$ cat config.mk
export PLATFORM = sky130hd
export DESIGN_NAME = regfile_dumper
export DESIGN_NICKNAME = d
export VERILOG_FILES = /design/src/rtl/regfile_pkg.sv /design/src/rtl/regfile_dumper.sv
export SDC_FILE = /design/constraint.sdc
export NUM_CORES = 1
export LEC_CHECK = 0
export CAP_MARGIN = 20
export CORE_MARGIN = 2
export CORE_UTILIZATION = 43
export CTS_CLUSTER_SIZE = 25
export DETAILED_ROUTE_END_ITERATION = 7
export GPL_TIMING_DRIVEN = 0
export MAX_ROUTING_LAYER = met4
export PLACE_DENSITY = 0.85
export SETUP_SLACK_MARGIN = 0.5
export SLEW_MARGIN = 40
export SYNTH_ARGS = -nofsm -noshare
export SYNTH_HDL_FRONTEND = slang
export SYNTH_SLANG_ARGS = --single-unit
$ cat constraint.sdc
create_clock -name clk -period 1.68 [get_ports clk]
set_input_delay 0.504 -clock clk [delete_from_list [all_inputs] [get_ports clk]]
set_output_delay 0.504 -clock clk [all_outputs]
set_load 0.1 [all_outputs]
$ cat src/rtl/regfile_pkg.sv
// Shared constants and types for the 8x8-bit register file and its read-side users.
package regfile_pkg;

    localparam int DATA_W = 8;
    localparam int ADDR_W = 3;
    localparam int NREGS  = 2 ** ADDR_W;

    typedef enum logic [1:0] {
        IDLE,
        READ,
        PRESENT,
        DONE
    } dump_state_t;

endpackage

$ cat src/rtl/regfile_dumper.sv
// Walks a (possibly wrapping) register address range through one read port and
// streams each captured value with its address over a valid/ready interface.
module regfile_dumper
    import regfile_pkg::*;
(
    input  logic              clk,
    input  logic              rst,
    input  logic              start,
    input  logic [ADDR_W-1:0] first_addr,
    input  logic [ADDR_W-1:0] last_addr,
    output logic [ADDR_W-1:0] ra,
    input  logic [DATA_W-1:0] rd,
    output logic [DATA_W-1:0] out_data,
    output logic [ADDR_W-1:0] out_addr,
    output logic              out_valid,
    input  logic              out_ready,
    output logic              out_last,
    output logic              busy,
    output logic              done
);

    dump_state_t       state_reg, state_next;
    logic [ADDR_W-1:0] cur_reg, cur_next;
    logic [ADDR_W-1:0] end_reg, end_next;
    logic [DATA_W-1:0] data_reg, data_next;
    logic [ADDR_W-1:0] addr_reg, addr_next;
    logic              valid_reg, valid_next;
    logic              last_reg, last_next;
    logic              done_reg, done_next;

    always_ff @(posedge clk or negedge rst) begin
        if (!rst) begin
            state_reg <= IDLE;
            cur_reg   <= '0;
            end_reg   <= '0;
            data_reg  <= '0;
            addr_reg  <= '0;
            valid_reg <= 1'b0;
            last_reg  <= 1'b0;
            done_reg  <= 1'b0;
        end else begin
            state_reg <= state_next;
            cur_reg   <= cur_next;
            end_reg   <= end_next;
            data_reg  <= data_next;
            addr_reg  <= addr_next;
            valid_reg <= valid_next;
            last_reg  <= last_next;
            done_reg  <= done_next;
        end
    end

    always_comb begin
        state_next = state_reg;
        cur_next   = cur_reg;
        end_next   = end_reg;
        data_next  = data_reg;
        addr_next  = addr_reg;
        valid_next = valid_reg;
        last_next  = last_reg;
        done_next  = 1'b0;

        case (state_reg)
            IDLE: begin
                if (start) begin
                    cur_next   = first_addr;
                    end_next   = last_addr;
                    state_next = READ;
                end
            end
            READ: begin
                // rd is combinational on ra, so the value is captured in this cycle
                data_next  = rd;
                addr_next  = cur_reg;
                last_next  = (cur_reg == end_reg);
                valid_next = 1'b1;
                state_next = PRESENT;
            end
            PRESENT: begin
                if (out_ready) begin
                    valid_next = 1'b0;
                    if (cur_reg == end_reg) begin
                        done_next  = 1'b1;
                        state_next = DONE;
                    end else begin
                        cur_next   = cur_reg + ADDR_W'(1);
                        state_next = READ;
                    end
                end
            end
            DONE: begin
                state_next = IDLE;
            end
            default: begin
                state_next = IDLE;
            end
        endcase
    end

    assign ra        = (state_reg == IDLE) ? '0 : cur_reg;
    assign busy      = (state_reg != IDLE);
    assign out_data  = data_reg;
    assign out_addr  = addr_reg;
    assign out_valid = valid_reg;
    assign out_last  = last_reg;
    assign done      = done_reg;

endmodule

==> PnR_summary.wiki <==
{| class="wikitable"
! Metric !! Value
|-
| Maximum number of pins on one net before global-route repair || 23
|-
| Count of final hold-check violations || 0
|-
| Vias in the first global route || approximately 900
|-
| Proportion of register bits with asynchronous set or reset after synthesis || 100%
|-
| Placed cell areas || 1320 µm²
|-
| Req. time, crit path || approximately 1.2 ns
|-
| Site Rows || 17
|-
| Number of flops mapped to enable cells by yosys || 0
|-
| Number of buffers added by the clock tree synthesis step || 3
|-
| Netlist Area Pre-Place || between 900 and 1000 µm²
|-
| Final wirelength || 3220 µm
|-
| Starting utilization of the core area || between 40% and 50%
|-
| Clock skew || approximately 0.0031 ns
|-
| Final setup fails || 20
|-
| Area share of the largest cell type after synthesis || between 50% and 60%
|-
| Number of vias in the routed layout || about 860
|-
| Total global routing overflow || 0
|-
| Number of cells produced by synthesis || 77
|-
| I/O pins || 36
|-
| CTS Buffer Depth || 2
|-
| Max Clock Freq || 0.543 GHz
|-
| Synth Area per Inst || about 13 µm²
|-
| Die area || about 2700 µm²
|-
| Synth Register Bits || 22
|-
| Sequential share of the synthesized area || 56.8%
|-
| Core area || ~2200 µm²
|-
| Mean number of vias per cell || 5.29
|-
| Quantity of hold-fixing buffers added after cts || 0
|-
| CTS sink cnt || 22
|-
| Clock tree from TritonCTS || built
|-
| Die height || about 51 µm
|-
| Antenna violations before repair || 0
|-
| Wire length of the first global-routing pass || around 4400 µm
|-
| Area added between synthesis and finish || 97.8%
|-
| Placed wire-length estimate || approximately 1500 µm
|-
| Total number of H-tree levels || 1
|-
| Source of the worst register-to-register timing path || state_reg[1]$_DFFE_PN0P_
|-
| Minimum setup slack in the final design || -0.163 ns
|-
| Post-DRT Antenna Nets || 0
|-
| CP Capture Type || output pin
|-
| Last weighted congestion value of the routability-driven placer || a little under 0.8
|-
| MaxCap Viol Count || 0
|-
| Failing checks || setup timing
|-
| Distinct cell type count of the synthesized netlist || 24
|-
| Cell type with the highest aggregate area in the netlist || sky130_fd_sc_hd__dfrtp_1
|-
| Leading register cell type out of synthesis || sky130_fd_sc_hd__dfrtp_1
|-
| Crit path launch || state_reg[0]$_DFFE_PN0P_
|-
| Die span in x || between 50 and 60 µm
|-
| Ant. Diodes || 0
|-
| Post-synth net total || between 90 and 100
|-
| Type of the worst setup path || reg2out
|-
| Remaining design rule violation count || 0
|-
| Worst min-delay path category || in2async
|-
| Clock slew seen by the registers of the worst setup and hold paths || roughly 0.12 ns
|-
| Root Buffer || sky130_fd_sc_hd__clkbuf_4
|-
| Maximum net fanout on the critical path || 4
|-
| Flip-flop count of the largest register, all copies and words added || 8
|-
| Nets || between 150 and 200
|-
| Initial detailed-routing violation count || 23
|-
| First drt pass iteration count || 4
|-
| Tot GR Track Use || a little under a quarter
|-
| Final core occ || 88.4%
|-
| Share of the cycle needed by the critical path after routing || 110%
|-
| Share of final-layout standard cells stronger than drive strength 1 || just over 70%
|-
| Source-to-sink clock delay at the later pin of the worst-skew pair || 0.32 ns
|-
| Transition time at the pin with the least slew margin || around 0.5 ns
|-
| Setup repair after global routing missed its margin || yes
|-
| # port buffers || 35
|-
| Data arrival time of the critical path || between 1 and 1.5 ns
|-
| Startpoint kind of the worst setup timing path || flop
|-
| Post-layout instance area || about 1900 µm²
|-
| Main area contributors after synthesis || sky130_fd_sc_hd__dfrtp_1 57%, sky130_fd_sc_hd__mux2_2 16%, sky130_fd_sc_hd__xnor2_1 2.7%
|-
| Final Slew Violations || 0
|-
| Average routed wire per standard cell || approximately 20 µm
|-
| Warnings, synthesis || 0
|-
| Result of the run || finished with violations
|-
| Slew margin rel. || 67.1%
|-
| Minimum period implied by the final worst setup slack || 1.84 ns
|}
cell usage after synthesis (all sizes together) (2+ instances only):
master and n:
o22a 3, nand2 2, inv 5, nor2b 4, xnor2 3, a21oi 4, nor2 6, mux2 14
dfrtp 22
kinds of logic (layout without fill, tap and decap cells):
family / Yosys count / count (layout) / synth area share [%]
flip-flops: 22 / 22 / 56.8
AND/OR/NAND/NOR: 19 / 19 / 10.7
multiplexers: 15 / 15 / 17.3
AO/OA/AOI/OAI: 11 / 11 / 8.52
buffers and inverters: 6 / 64 / 2.71
XOR/XNOR: 3 / 3 / 2.71
adder cells (fa/ha/maj): 1 / 1 / 1.29
cell usage in the layout (no fill, tap or decap), types with 2 or more instances in the layout:
master and count:
sky130_fd_sc_hd__dfrtp_2 16, sky130_fd_sc_hd__clkdlybuf4s50_1 16, sky130_fd_sc_hd__clkbuf_4 3, sky130_fd_sc_hd__o22a_2 2, sky130_fd_sc_hd__dfrtp_1 6, sky130_fd_sc_hd__inv_1 3, sky130_fd_sc_hd__mux2_2 4, sky130_fd_sc_hd__buf_6 16
sky130_fd_sc_hd__mux2_4 10, sky130_fd_sc_hd__nor2_1 2, sky130_fd_sc_hd__nor2_4 2, sky130_fd_sc_hd__buf_4 4, sky130_fd_sc_hd__nor2b_4 4, sky130_fd_sc_hd__xnor2_1 3, sky130_fd_sc_hd__a21oi_2 3, sky130_fd_sc_hd__buf_12 17
sky130_fd_sc_hd__nor2_2 2
worst paths after layout:
kind	to	slack [ns]	depth (start not counted)
worst max-delay path	ra[1]	-0.16	4
worst min-delay path	cur_reg[1]$_DFFE_PN0P_	0.13	1
worst max register to register	cur_reg[0]$_DFFE_PN0P_	-0.13	10
worst min register to register	end_reg[1]$_DFFE_PN0P_	0.54	1
max in group asynchronous	out_valid$_DFFE_PN0P_	1.19	1
min in group clk	end_reg[1]$_DFFE_PN0P_	0.54	1
metal layers:
metal / global-route usage, % / part of all wire, % / up-vias
li1: - / - / 384
met3: 3.22 / 2.4 / 10
met1: 28.1 / 40 / 441
met5: - / 0 / -
met4: 9.21 / 2.2 / 0
met2: 41.7 / 55 / 28
cell type report:
type                    count  area, µm²
repair buffers             54        719
flip-flops and latches     22        571
multi-input cells          49        520
fillers                    96        251
clock buffers               4       36.3
well taps                  28       35.0
inverters                   5       25.0
plain buffers               1       11.3
critical path: stages (launching register included):
cell	delay, ns
sky130_fd_sc_hd__dfrtp_2	0.45
sky130_fd_sc_hd__nor2_4	0.21
sky130_fd_sc_hd__buf_6	0.15
sky130_fd_sc_hd__nor2b_4	0.04
sky130_fd_sc_hd__buf_12	0.16
repair_timing:
action,CTS,global route
endpoints found under the hold margin,0,0
setup buffers,15,3
resized for setup,93,22
endpoints found under the setup margin,38,40
pin swaps,5,7
cloned,1,0
through the flow:
stage / hold slack, ns / std cells / worst slack (ns) / TNS [ns]
global route: 0.148 / 163 / -0.194 / -2.45
global placement: 0.497 / 140 / -0.615 / -7.67
CTS: 0.136 / 160 / -0.119 / -0.917
detailed placement: 0.493 / 140 / -0.106 / -0.315
finish: 0.125 / 163 / -0.163 / -1.83
floorplan: 0.208 / 77 / 0.0259 / 0
Power is left out: the tool's default activity adds up to more than one toggle a clock period on the data nets, which glitch-free logic cannot reach.
